File: src/rtl/vga_term_ctl.sv
// Text-mode terminal controller: turns a host character stream into bus writes to a VGA text buffer.
// Optional macro TERM_SCROLL_EN: end-of-screen scrolls rows 2..24 up instead of wrapping to row 1.
module vga_term_ctl #(
  parameter logic [15:0] VRAM_BASE = 16'h0000
) (
  input  logic        wb_clk_i,
  input  logic        wb_rst_i,
  input  logic [7:0]  ch_dat,
  input  logic        ch_valid,
  output logic        ch_ready,
  output logic [15:0] m_adr_o,
  output logic [15:0] m_dat_o,
  input  logic [15:0] m_dat_i,
  output logic        m_cyc_o,
  output logic        m_stb_o,
  output logic        m_we_o,
  output logic [1:0]  m_sel_o,
  input  logic        m_ack_i,
  output logic [10:0] cursor,
  output logic        busy
);

  localparam logic [2:0] ST_IDLE   = 3'd0;
  localparam logic [2:0] ST_PUT    = 3'd1;
  localparam logic [2:0] ST_SCR_RD = 3'd2;
  localparam logic [2:0] ST_SCR_WR = 3'd3;
  localparam logic [2:0] ST_CLR    = 3'd4;

  logic [2:0]  state;
  logic [6:0]  col;
  logic [10:0] row_base;
  logic [7:0]  ch_q;
  logic [9:0]  w;
  logic [9:0]  w_end;
  logic        clr_home;
  logic        bus_done;

  logic [10:0] nl_row;
  logic [2:0]  nl_state;
  logic [9:0]  nl_end;

  logic [15:0] bus_adr;
  logic [15:0] bus_dat;
  logic [1:0]  bus_sel;
  logic        bus_we;

`ifdef TERM_SCROLL_EN
  logic [15:0] rd_q;
  logic [9:0]  rd_w;
  assign rd_w = w + 10'd40;
`endif

  assign cursor   = row_base + {4'b0, col};
  assign ch_ready = (state == ST_IDLE);
  assign busy     = (state != ST_IDLE);
  assign m_stb_o  = m_cyc_o;
  assign bus_done = m_cyc_o & m_ack_i;

  // Effect of a line feed at the current row; shared by LF and column overflow.
  always_comb begin
    nl_row   = row_base + 11'd80;
    nl_state = ST_IDLE;
    nl_end   = 10'd79;
    if (row_base >= 11'd1920) begin
`ifdef TERM_SCROLL_EN
      nl_row   = row_base;
      nl_state = ST_SCR_RD;
      nl_end   = 10'd959;
`else
      nl_row   = 11'd80;
      nl_state = ST_CLR;
      nl_end   = 10'd79;
`endif
    end
  end

  always_comb begin
    bus_adr = VRAM_BASE + {5'b0, w, 1'b0};
    bus_dat = 16'h2020;
    bus_sel = 2'b11;
    bus_we  = 1'b1;
    case (state)
      ST_PUT: begin
        bus_adr = VRAM_BASE + {5'b0, cursor};
        bus_dat = {ch_q, ch_q};
        bus_sel = cursor[0] ? 2'b10 : 2'b01;
      end
`ifdef TERM_SCROLL_EN
      ST_SCR_RD: begin
        bus_adr = VRAM_BASE + {5'b0, rd_w, 1'b0};
        bus_we  = 1'b0;
      end
      ST_SCR_WR: bus_dat = rd_q;
`endif
      default: ;
    endcase
  end

  // Bus cycle starts the cycle after state entry and drops the cycle after ack.
  always_ff @(posedge wb_clk_i or posedge wb_rst_i) begin
    if (wb_rst_i) begin
      m_cyc_o <= 1'b0;
      m_we_o  <= 1'b0;
      m_sel_o <= '0;
      m_adr_o <= '0;
      m_dat_o <= '0;
    end else if (m_cyc_o) begin
      if (m_ack_i) begin
        m_cyc_o <= 1'b0;
        m_we_o  <= 1'b0;
      end
    end else if (state != ST_IDLE) begin
      m_cyc_o <= 1'b1;
      m_adr_o <= bus_adr;
      m_dat_o <= bus_dat;
      m_sel_o <= bus_sel;
      m_we_o  <= bus_we;
    end
  end

  always_ff @(posedge wb_clk_i or posedge wb_rst_i) begin
    if (wb_rst_i) begin
      state    <= ST_IDLE;
      col      <= '0;
      row_base <= 11'd80;
      ch_q     <= '0;
      w        <= '0;
      w_end    <= '0;
      clr_home <= 1'b0;
`ifdef TERM_SCROLL_EN
      rd_q     <= '0;
`endif
    end else begin
      case (state)
        ST_IDLE: begin
          if (ch_valid) begin
            ch_q <= ch_dat;
            if (ch_dat >= 8'h20) begin
              state <= ST_PUT;
            end else begin
              case (ch_dat)
                8'h0D: col <= '0;
                8'h08: if (col != 7'd0) col <= col - 7'd1;
                8'h0A: begin
                  row_base <= nl_row;
                  state    <= nl_state;
                  w        <= 10'd40;
                  w_end    <= nl_end;
                  clr_home <= 1'b0;
                end
                8'h0C: begin
                  state    <= ST_CLR;
                  w        <= 10'd40;
                  w_end    <= 10'd999;
                  clr_home <= 1'b1;
                end
                default: ;
              endcase
            end
          end
        end
        ST_PUT: begin
          if (bus_done) begin
            if (col == 7'd79) begin
              col      <= '0;
              row_base <= nl_row;
              state    <= nl_state;
              w        <= 10'd40;
              w_end    <= nl_end;
              clr_home <= 1'b0;
            end else begin
              col   <= col + 7'd1;
              state <= ST_IDLE;
            end
          end
        end
`ifdef TERM_SCROLL_EN
        ST_SCR_RD: begin
          if (bus_done) begin
            rd_q  <= m_dat_i;
            state <= ST_SCR_WR;
          end
        end
        ST_SCR_WR: begin
          if (bus_done) begin
            w <= w + 10'd1;
            if (w == 10'd959) begin
              w_end <= 10'd999;
              state <= ST_CLR;
            end else begin
              state <= ST_SCR_RD;
            end
          end
        end
`endif
        ST_CLR: begin
          if (bus_done) begin
            if (w == w_end) begin
              state <= ST_IDLE;
              if (clr_home) begin
                col      <= '0;
                row_base <= 11'd80;
              end
            end else begin
              w <= w + 10'd1;
            end
          end
        end
        default: state <= ST_IDLE;
      endcase
    end
  end

endmodule

File: config.mk
export PLATFORM = sky130hd
export DESIGN_NAME = vga_term_ctl
export DESIGN_NICKNAME = d
export VERILOG_FILES = /design/src/rtl/vga_term_ctl.sv
export SDC_FILE = /design/constraint.sdc
export NUM_CORES = 1
export LEC_CHECK = 0
export ABC_AREA = 0
export BUFFER_PORTS_ARGS = -buffer_cell sky130_fd_sc_hd__buf_2
export CORE_ASPECT_RATIO = 1.4
export CORE_UTILIZATION = 47
export DETAILED_ROUTE_END_ITERATION = 8
export PLACE_DENSITY = 0.7
export SYNTH_ARGS = -nofsm -noshare
export SYNTH_HDL_FRONTEND = slang
export SYNTH_SLANG_ARGS = --single-unit
File: constraint.sdc
create_clock -name wb_clk_i -period 2.6 [get_ports wb_clk_i]
set_input_delay 0.52 -clock wb_clk_i [delete_from_list [all_inputs] [get_ports wb_clk_i]]
set_output_delay 0.52 -clock wb_clk_i [all_outputs]
set_load 0.01 [all_outputs]
==> Word level (Yosys, flattened, before mapping) <==
Cells that the tools add are included.
{ "totals": {"regBits": 86, "ram_bits": 0, "latch_bits": 0, "memories": 0, "out_inout_bits": 50, "word_cells": 118, "romBits": 0, "in_bits": 28} }
{ "op_classes": {"n_addsub": 5, "reduce_logical": 15, "n_eq_ne": 23, "n_mux": 59, "shift": 0, "div": 0, "n_lt_le_gt_ge": 2, "multipliers": 0, "n_bitwise": 2} }
{ "op_table": {"columns": ["op", "count"], "rows": [
  ["2-to-1 mux 10 bit", 11],
  ["2-to-1 mux 11 bit", 10],
  ["2-to-1 mux 7 bit", 8],
  ["case mux 10 bit (2 select lines)", 2],
  ["case mux 11 bit (3 select lines)", 1],
  ["equality test 8 x 4 -> 1 bit, second input constant", 4],
  ["case mux 10 bit (3 select lines)", 1],
  ["2-to-1 mux 3 bit", 7],
  ["case mux 7 bit (3 select lines)", 1],
  ["inequality test 2 bit, second input constant", 9],
  ["AND reduction 9 bit", 2],
  ["2-to-1 mux 16 bit", 1],
  ["case mux 7 bit (2 select lines)", 1],
  ["adder 11 x 7 -> 11 bit", 1],
  ["adder 11 x 7 -> 11 bit, second input constant", 1],
  [">= comparator 11 bit, second input constant", 1],
  ["adder 10 x 1 -> 10 bit, second input constant", 1],
  ["equality test 10 bit", 1],
  ["2-to-1 mux 1 bit", 10],
  ["case mux 3 bit (3 select lines)", 1],
  [">= comparator 8 x 6 -> 1 bit, second input constant", 1],
  ["AND reduction 8 bit", 1],
  ["adder 7 x 1 -> 7 bit, second input constant", 1],
  ["equality test 7 bit, second input constant", 1],
  ["other kinds (20)", 28]
]} }

==> Depth between registers and ports, before layout <==
Gate-level depths: netlist of the first run.
{ "logic_depth": {"word_depth": 6, "depth_mapped": 8, "ltp_nobuf": 7} }

==> Worst setup path before layout of the first run <==
Ideal clock, no wire load.
{ "synth_path": {"kind": "in2reg", "startpoint": "input port ch_dat[5]", "endpoint": "register w[9]", "path_buffers": 2, "setup_ns": 0.126, "stages": 7, "setup_slack_ns": 0.258, "required_time_ns": 2.474, "arrival_time_ns": 2.216, "path_cell_list": "or3_1 buf_2 o41ai_4 nand3_2 or2_0 buf_2 a221o_1"} }
{ "synth_via": {"elab_chain_len": 4, "word_cells_on_any_way": 7, "cone_classes": "1 x order compare; 4 x eq/ne; 2 x reduce/logical"} }
{ "synth_rtl": {"columns": ["item", "line_no", "source"], "rows": [
  ["from (decl)", "8", "input logic [7:0] ch_dat,"],
  ["parallel branches: the longest is 3 deep, another holds >= comparator 8 x 6 -> 1 bit", null, null],
  ["AND reduction 8 bit (no line) (*)", null, null],
  ["to (signal assigned)", "205", "w <= w + 10'd1;"],
  ["to (decl)", "33", "logic [9:0] w;"]
]} }
Every way passes the cells marked *.
A chain may end at the register's enable or synchronous reset.

==> Worst setup path after layout of the first run <==
{ "layout_path": {"startpoint": "register col[5]", "endpoint": "output port cursor[10]"} }
{ "layout_via": {"elab_chain_len": 1} }
{ "layout_rtl": {"columns": ["item", "line_no", "source"], "rows": [
  ["from (decl)", "30", "logic [6:0] col;"],
  ["from (signal assigned)", "143", "8'h08: if (col != 7'd0) col <= col - 7'd1;"],
  ["from (signal assigned)", "172", "col <= col + 7'd1;"],
  ["adder 11 x 7 -> 11 bit", "53", "assign cursor = row_base + {4'b0, col};"],
  ["to (decl)", "19", "output logic [10:0] cursor,"]
]} }
Every way passes these cells.

==> results of run 1 <==
[path summary, 6_finish.rpt]
| kind | from | to | cells after the start |
|---|---|---|---|
| max | col[5] | cursor[10] | 7 |
| min | wb_rst_i | col[3] | 2 |
| max reg2reg | col[5] | w[3] | 7 |
| min reg2reg | m_adr_o[7] | m_adr_o[7] | 2 |
| max in group asynchronous | wb_rst_i | row_base[4] | 3 |
| min in group wb_clk_i | ch_dat[4] | ch_q[4] | 2 |
[routing by layer]
layer | vias up | part of all wire [%]
met1 | 1614 | 42
met4 | 0 | 3.1
met5 | - | 0
met2 | 85 | 52
met3 | 23 | 3.5
li1 | 1608 | -
[sequential cells by signal (all words and copies together), names as in the netlist]
signal,flops
m_adr_o,11
w,10
ch_q,8
m_dat_o,8
col,7
row_base,7
w_end,3
m_sel_o,2
state,2
m_cyc_o,1
m_we_o,1
[cells in the final DEF, fill, tap and decap left out, types with 4 or more instances in the layout]
master | synthesis | layout
dfrtp_1 | 58 | 57
buf_2 | 5 | 56
nand2_1 | 49 | 49
buf_4 | 16 | 31
o21ai_0 | 30 | 30
nand3_1 | 21 | 21
nor2_1 | 19 | 19
inv_1 | 16 | 15
o31ai_1 | 15 | 15
nor3_1 | 11 | 11
ha_1 | 13 | 11
clkbuf_8 | 0 | 10
mux2i_1 | 9 | 9
a31oi_1 | 8 | 8
mux2_2 | 7 | 7
nor4_1 | 7 | 7
a21o_1 | 7 | 7
or3_1 | 7 | 6
and3_1 | 5 | 5
and2_1 | 5 | 5
o22ai_1 | 5 | 5
a21oi_1 | 5 | 5
conb_1 | 1 | 5
or4_1 | 4 | 4
[kinds of logic after synthesis]
logic type / synth area share (%)
simple gates: 19.9
compound gates: 22.4
flops: 40.2
buf+inv: 7.48
mux: 4.51
fa+ha+maj: 4.34
xor+xnor: 1.17
other cells: 0.100
[repair_timing]
action | 4_1_cts | 5_1_grt
pin swaps | 0 | 1
setup buffers | 2 | 1
setup endpoints to repair | 3 | 4
cloned | 0 | 0
resized for setup | 2 | 4
[through the flow]
step | instance area (µm²) | setup TNS (ns)
6_report | 4470 | 0
5_1_grt | 4470 | -0.00100
4_1_cts | 4430 | 0
3_5_place_dp | 4180 | 0
3_3_place_gp | 4180 | 0
2_1_floorplan | 3760 | 0
[cell type report]
type | count | area (µm²) | share of cell area (%)
timing repair buffer | 88 | 533 | 11.9
inverter | 16 | 60.1 | 1.34
tap | 100 | 125 | 2.80
multi-input combinational | 296 | 2010 | 44.9
sequential | 60 | 1510 | 33.7
clock buffer | 10 | 138 | 3.08
clock inverter | 5 | 100 | 2.24
[report_power, final]
part	internal, W	switching, W	total, W
sequential	0.00104	0.000110	0.00115
clock	0.000654	0.000379	0.00103
combinational	0.000176	0.000228	0.000404
total	0.00187	0.000718	0.00258
==> results.txt, run 1 <==
- Count of final setup violators: 0
- Final clock period utilization by the worst path: 97.4%
* Endpoint type of the worst setup path: primary output
* Largest area contributor in the synthesized netlist: dfrtp_1
- The largest single stage delay on the critical path is 0.43 ns.
- Traced cell by cell, the critical path runs through ha_4 -> a21o_1 -> a21oi_1 -> buf_4 -> or3_4 -> nand2_1 -> buf_2.
- The first global-routing pass estimated 15,800 µm of wire.
- # clock sinks: 60
- Counting flops and latches in the post-synthesis netlist gives 60.
- For this design the ratio of total power to cell area is 579 nW/µm².
- The repair_antennas step left the layout with diodes totalling 0.
- The min-delay analysis places its worst path in the category in2async.
- Placement Setup Slack: 0.0612 ns
* Type of element launching the critical path: register
* Via count of the first global-routing pass: 3,293
- After the flow finishes, the layout carries non-filler instances totaling 575.
* Number of hold-slack violations in the final timing report: 0
- Data required, critical path: 2.08 ns
- Timing would allow up to 395 MHz.
- Crit path DAT: 2.01 ns
- In the synthesized netlist the async set-or-reset flop fraction comes to 100%.
- The clock passes through at most 2 buffers.
- Critical path's top delay family: simple AND/OR/NAND/NOR gates
* Pin count of the biggest net entering global routing: 32
- Final critical-path setup slack: 0.0687 ns
- Deepest level of the CTS H-tree: 3
* Critical path fanouts, max: 7
* Count of hold-fix buffers inserted at cts: 0
* Met1 Track Usage GR: 27.6%
- TritonCTS buffer count: 9
- Post-synthesis cell type count: 65
- Across all layers, the routed design uses 3,330 vias.
- Final ANT Viol Nets: 0
* Area growth from synthesis to layout: 19.3%
- The HPWL after detailed placement is 6960 µm.
- Reg2Reg Setup Slack: 0.14 ns
* Number of enable flip-flop cells after synthesis: 0
* Most frequently used cell type in the post-synthesis netlist: dfrtp_1
* Number of maximum-capacitance violations: 0
* Syn. warnings: 0
- Initial DRC count: 172
- After global routing, the most crowded layer is met2.
- Average detailed-routed wire length per instance: 16.4 µm
* Die width: 77.4 µm
- Number of max-slew violations in the final report: 0
- Number of antenna violations at the first check in global routing: 0
- Main synth FF type: dfrtp_1
* # nets final: 512
* Met3 track utilization from global routing: 4.15%
- Overall routed net length: 9410 µm
* Cell types with the highest counts after synthesis: dfrtp_1 (58), nand2_1 (49), o21ai_0 (30)
- TritonCTS built the clock tree.
- Number of search-and-repair iterations in the first detailed-routing pass: 4
- Top-area cell type share of the netlist area: 38.8%
- After floorplanning, the core was sized to cover 7750 µm².
- In this run the static leakage power is 2.09 nW.
- FILL cells: 729
- In this run the tightest slew margin relative to its limit is 52.8%.
- In the routed design, unresolved DRC markers number 0.
- Top cells by area in the synthesized netlist: dfrtp_1 (39%), nand2_1 (4.9%), ha_1 (4.3%)
* Clock insertion delay at the later pin of the skew report: 0.35 ns
- Clock slew at the register clock pins of the worst setup and hold paths: 0.07 ns
* Grt ovf: 0
- 78 I/O pins were placed.
* Number of standard cells after synthesis: 409
- At the end of routability-driven placement, the weighted congestion stood at 0.867.
- The share of the Yosys chip area taken by registers is 40.2%.
- Met2 Use GR: 43.6%
* Outcome: finished clean
- The critical path contains buffers and inverters numbering 2 combined.
- The clock arrives with 0.00564 ns of skew.
- Of the cells placed in the final design, the portion with a size suffix greater than 1 is 27.8%.
- Die outline area: 8330 µm²
- On the final layout, the worst hold slack is 0.254 ns.
- Global routing used 24.4% of the available tracks across all layers.
* Cell with the largest stage delay on the worst path: dfrtp_2
* Average cell area after synthesis: 9.16 µm²
* Vias per std cell: 5.79
* Library cell used as clock root buffer: clkbuf_8
* Number of buffer cells added on primary ports: 56
- Placement Rows: 38
- Class of the most critical setup path: reg2out
- Starting density of the core: 48.3%
* Netlist Area Pre-Place: 3740 µm²
- The smallest clock period supported by the final layout is computed as 2.53 ns.
- VDD sags by at most 0.310 mV.
- The completed layout was analyzed and its total power is 0.00258 W.
- Number of placed instances, taps included: 557
- The die is 108 µm tall.
- Post-route core utilization: 57.6%
- For the pin with the worst max-slew slack, the measured transition is 0.691 ns.
Note: power is estimated with default switching activity, not from simulation.
==> inputs of run 2 (changes only) <==
- BUFFER_PORTS_ARGS: -buffer_cell sky130_fd_sc_hd__buf_2 -> unset
- DONT_BUFFER_PORTS: unset -> 1
- PLACE_DENSITY: 0.7 -> unset
==> results.txt, run 2 (synthesis gave the netlist of run 1 again) <==
- Outcome: finished clean (unchanged)
- Final clock period utilization by the worst path: 94.5% (was 97.4%)
* Most flops, register: m_adr_o (unchanged)
- Count of hold-fix buffers inserted at cts: 0 (unchanged)
- The maximum buffer depth of the clock tree was 2 (unchanged).
- The remaining design rule violation count came to 0 (unchanged).
* Via count of the first global-routing pass: 3,025 (was 3,293)
* Ports: 78 (unchanged)
- Number of max-slew violations in the final report: 0 (unchanged)
* Max Clk Rate: 407 MHz (was 395 MHz)
* Number of hold-slack violations in the final timing report: 0 (unchanged)
* CP Cell Sequence: ha_1 -> a21o_1 -> a21oi_4 -> or3_1 -> nand2_1 (was ha_4 -> a21o_1 -> a21oi_1 -> buf_4 -> or3_4 -> nand2_1 -> buf_2)
- Grt ovf: 0 (unchanged)
- # nets final: 449 (was 512)
* Minimum clock period: 2.46 ns (was 2.53 ns)
- Slowest Stage Delay on Critical Path: 0.46 ns (was 0.43 ns)
- Pin count of the biggest net entering global routing: 32 (unchanged)
* Post-Place Cell Area: 3860 µm² (was 4180 µm²)
- Data required, critical path: 2.08 ns (about the same)
- Power per Cell Area: 546 nW/µm² (was 579 nW/µm²)
- The number of core rows was 38 (unchanged).
- Most frequent cells in the layout: dfrtp_1 (57), nand2_1 (49), o21ai_0 (30), buf_4 (24), nand3_1 (21) (was dfrtp_1 (57), buf_2 (56), nand2_1 (49), buf_4 (31), o21ai_0 (30))
- Vias per std cell: 5.99 (was 5.79)
* Pleak: 1.77 nW (was 2.09 nW)
- The total placed cells including tap cells came to 497 (was 557).
- Number of buffer cells added on primary ports: 0 (was 56)
- The total iterations of the first detailed-routing run came to 4 (unchanged).
- The growth of design area from synthesis to finish is 7.92% (was 19.3%).
- The register clock-pin slew on the reported worst setup and hold paths came to 0.06 ns (was 0.07 ns).
- The chip width was 77.4 µm (unchanged).
* Count of final setup violators: 0 (unchanged)
* Library cell used as clock root buffer: clkbuf_8 (unchanged)
* Fraction of final layout cells with drive strength greater than 1: 15.7% (was 27.8%)
* Post-layout total power: 0.00221 W (was 0.00258 W)
* Die boundary height: 108 µm (unchanged)
- Number of antenna violations at the first check in global routing: 0 (unchanged)
- Overall routed net length: 9230 µm (was 9410 µm)
* Largest registers: m_adr_o x11, w x10 (unchanged)
- Number of buffers inserted by post-CTS setup repair: 0 (was 2)
- The area of all placed cells without fillers came to 4040 µm² (was 4470 µm²).
- TritonCTS buffer count: 9 (unchanged)
- The final setup TNS was 0 ns (unchanged).
- The flip-flop count of the largest register, all copies and words added is 11 (unchanged).
- The post-detailed-route count of antenna-violating nets came to 0 (unchanged).
- The worst setup path category was reg2out (unchanged).
- Deepest level of the CTS H-tree: 3 (unchanged)
* Average detailed-routed wire length per instance: 18.0 µm (was 16.4 µm)
- Global-route wire length before repair: 15,400 µm (was 15,800 µm)
* Die outline area: 8330 µm² (unchanged)
- Cell with the largest stage delay on the worst path: dfrtp_2 (unchanged)
- Endpoint type of the worst setup path: primary output (unchanged)
- The startpoint class of the critical path is a register (unchanged).
- Slew HR: 55.7% (was 52.8%)
* Final weighted congestion in routability-driven placement: 0.886 (was 0.867)
- The total global-route track usage came to 24.3% (was 24.4%).
* Area of the core region: 7750 µm² (unchanged)
- The largest vdd supply drop is 0.404 mV (was 0.310 mV).
* Critical path fanouts, max: 8 (was 7)
- The CTS tree is yes (unchanged).
* Type of the worst min-delay path: in2async (unchanged)
- The diode insertion count for antenna repair came to 0 (unchanged).
- Initial DRC count: 171 (was 172)
- Crit path DAT: 1.94 ns (was 2.01 ns)
* Post-route core utilization: 52.1% (was 57.6%)
* CP bufs+invs: 0 (was 2)
- The via count came to 3,074 (was 3,330).
- The worst clock skew was 0.00576 ns (was 0.00564 ns).
* Clock insertion delay at the later pin of the skew report: 0.35 ns (about the same)
- Setup repair after global routing missed its margin: no
- The half-perimeter wire length after placement is 6850 µm (was 6960 µm).
* Number of maximum-capacitance violations: 0 (unchanged)
- The final non-filler cell total came to 513 (was 575).
* # clock sinks: 60 (unchanged)
- The most common cell after layout, fill and taps aside is dfrtp_1 (unchanged).
- Critical path's top delay family: simple AND/OR/NAND/NOR gates (unchanged)
* Starting density of the core: 48.3% (unchanged)
- The transition time at the pin with the least slew margin is 0.663 ns (was 0.691 ns).
-- run 2: cell types whose count changed in the layout (fill, tap and decap cells not counted), sizes merged --
cell    change
buf        -63
clkbuf      +3
bufinv      -3
clkinv      +1
-- run 2: cell type report --
type                       instances  area (µm²)
fill                             753        3710
timing repair buffer              25         200
clock inverter                     3        15.0
tap                              100         125
multi-input combinational        296        1990
clock buffer                      13         149
inverter                          16        60.1
sequential                        60        1510
-- run 2: path summary, 6_finish.rpt --
kind                            slack (ns)  depth (start not counted)  startpoint   endpoint
worst min register to register        0.49                          2     ch_q[1]    ch_q[1]
worst max register to register        0.28                          6      col[5]       w[6]
max in group asynchronous             1.87                          2    wb_rst_i     col[3]
min in group wb_clk_i                 0.31                          1   ch_dat[2]    ch_q[2]
worst min-delay path                  0.14                          1    wb_rst_i       w[6]
worst max-delay path                  0.14                          5      col[5]  cursor[9]
-- run 2: worst reg2reg max path: cells and delay by family (launching register included) --
kind                   cells  cell delay (ns)
AOI/OAI and AO/OA          2             0.62
buffers and inverters      1             0.22
DFF                        1             0.46
and+or+nand+nor            3             0.92
-- run 2: what timing repair did --
action,in CTS,in global routing
endpoints found under the hold margin,0,0
gates cloned,0,0
setup endpoints to repair,4,4
resized for setup,1,3
-- run 2: power by group --
part           switching [W]  total (W)  internal (W)
logic               0.000180   0.000308      0.000128
clock network       0.000355   0.000723      0.000367
registers           0.000139    0.00118       0.00104
total               0.000674    0.00221       0.00153
-- run 2: layer usage --
layer / share of wire, % / track usage, % / up-vias
met1: 42 / 28.3 / 1489
met2: 50 / 41.2 / 100
met5: 0 / 0 / -
met3: 4.9 / 6.10 / 19
met4: 2.9 / 12.4 / 0
li1: - / - / 1466
-- run 2: stage by stage --
| step | setup slack [ns] | hold WS, ns |
|---|---|---|
| final | 0.144 | 0.143 |
| after floorplan | 0.258 | 0.451 |
| after global routing | 0.0175 | 0.198 |
| after detailed placement | 0.158 | 0.478 |
| after CTS | 0.0902 | 0.155 |
| after global placement | 0.161 | 0.468 |
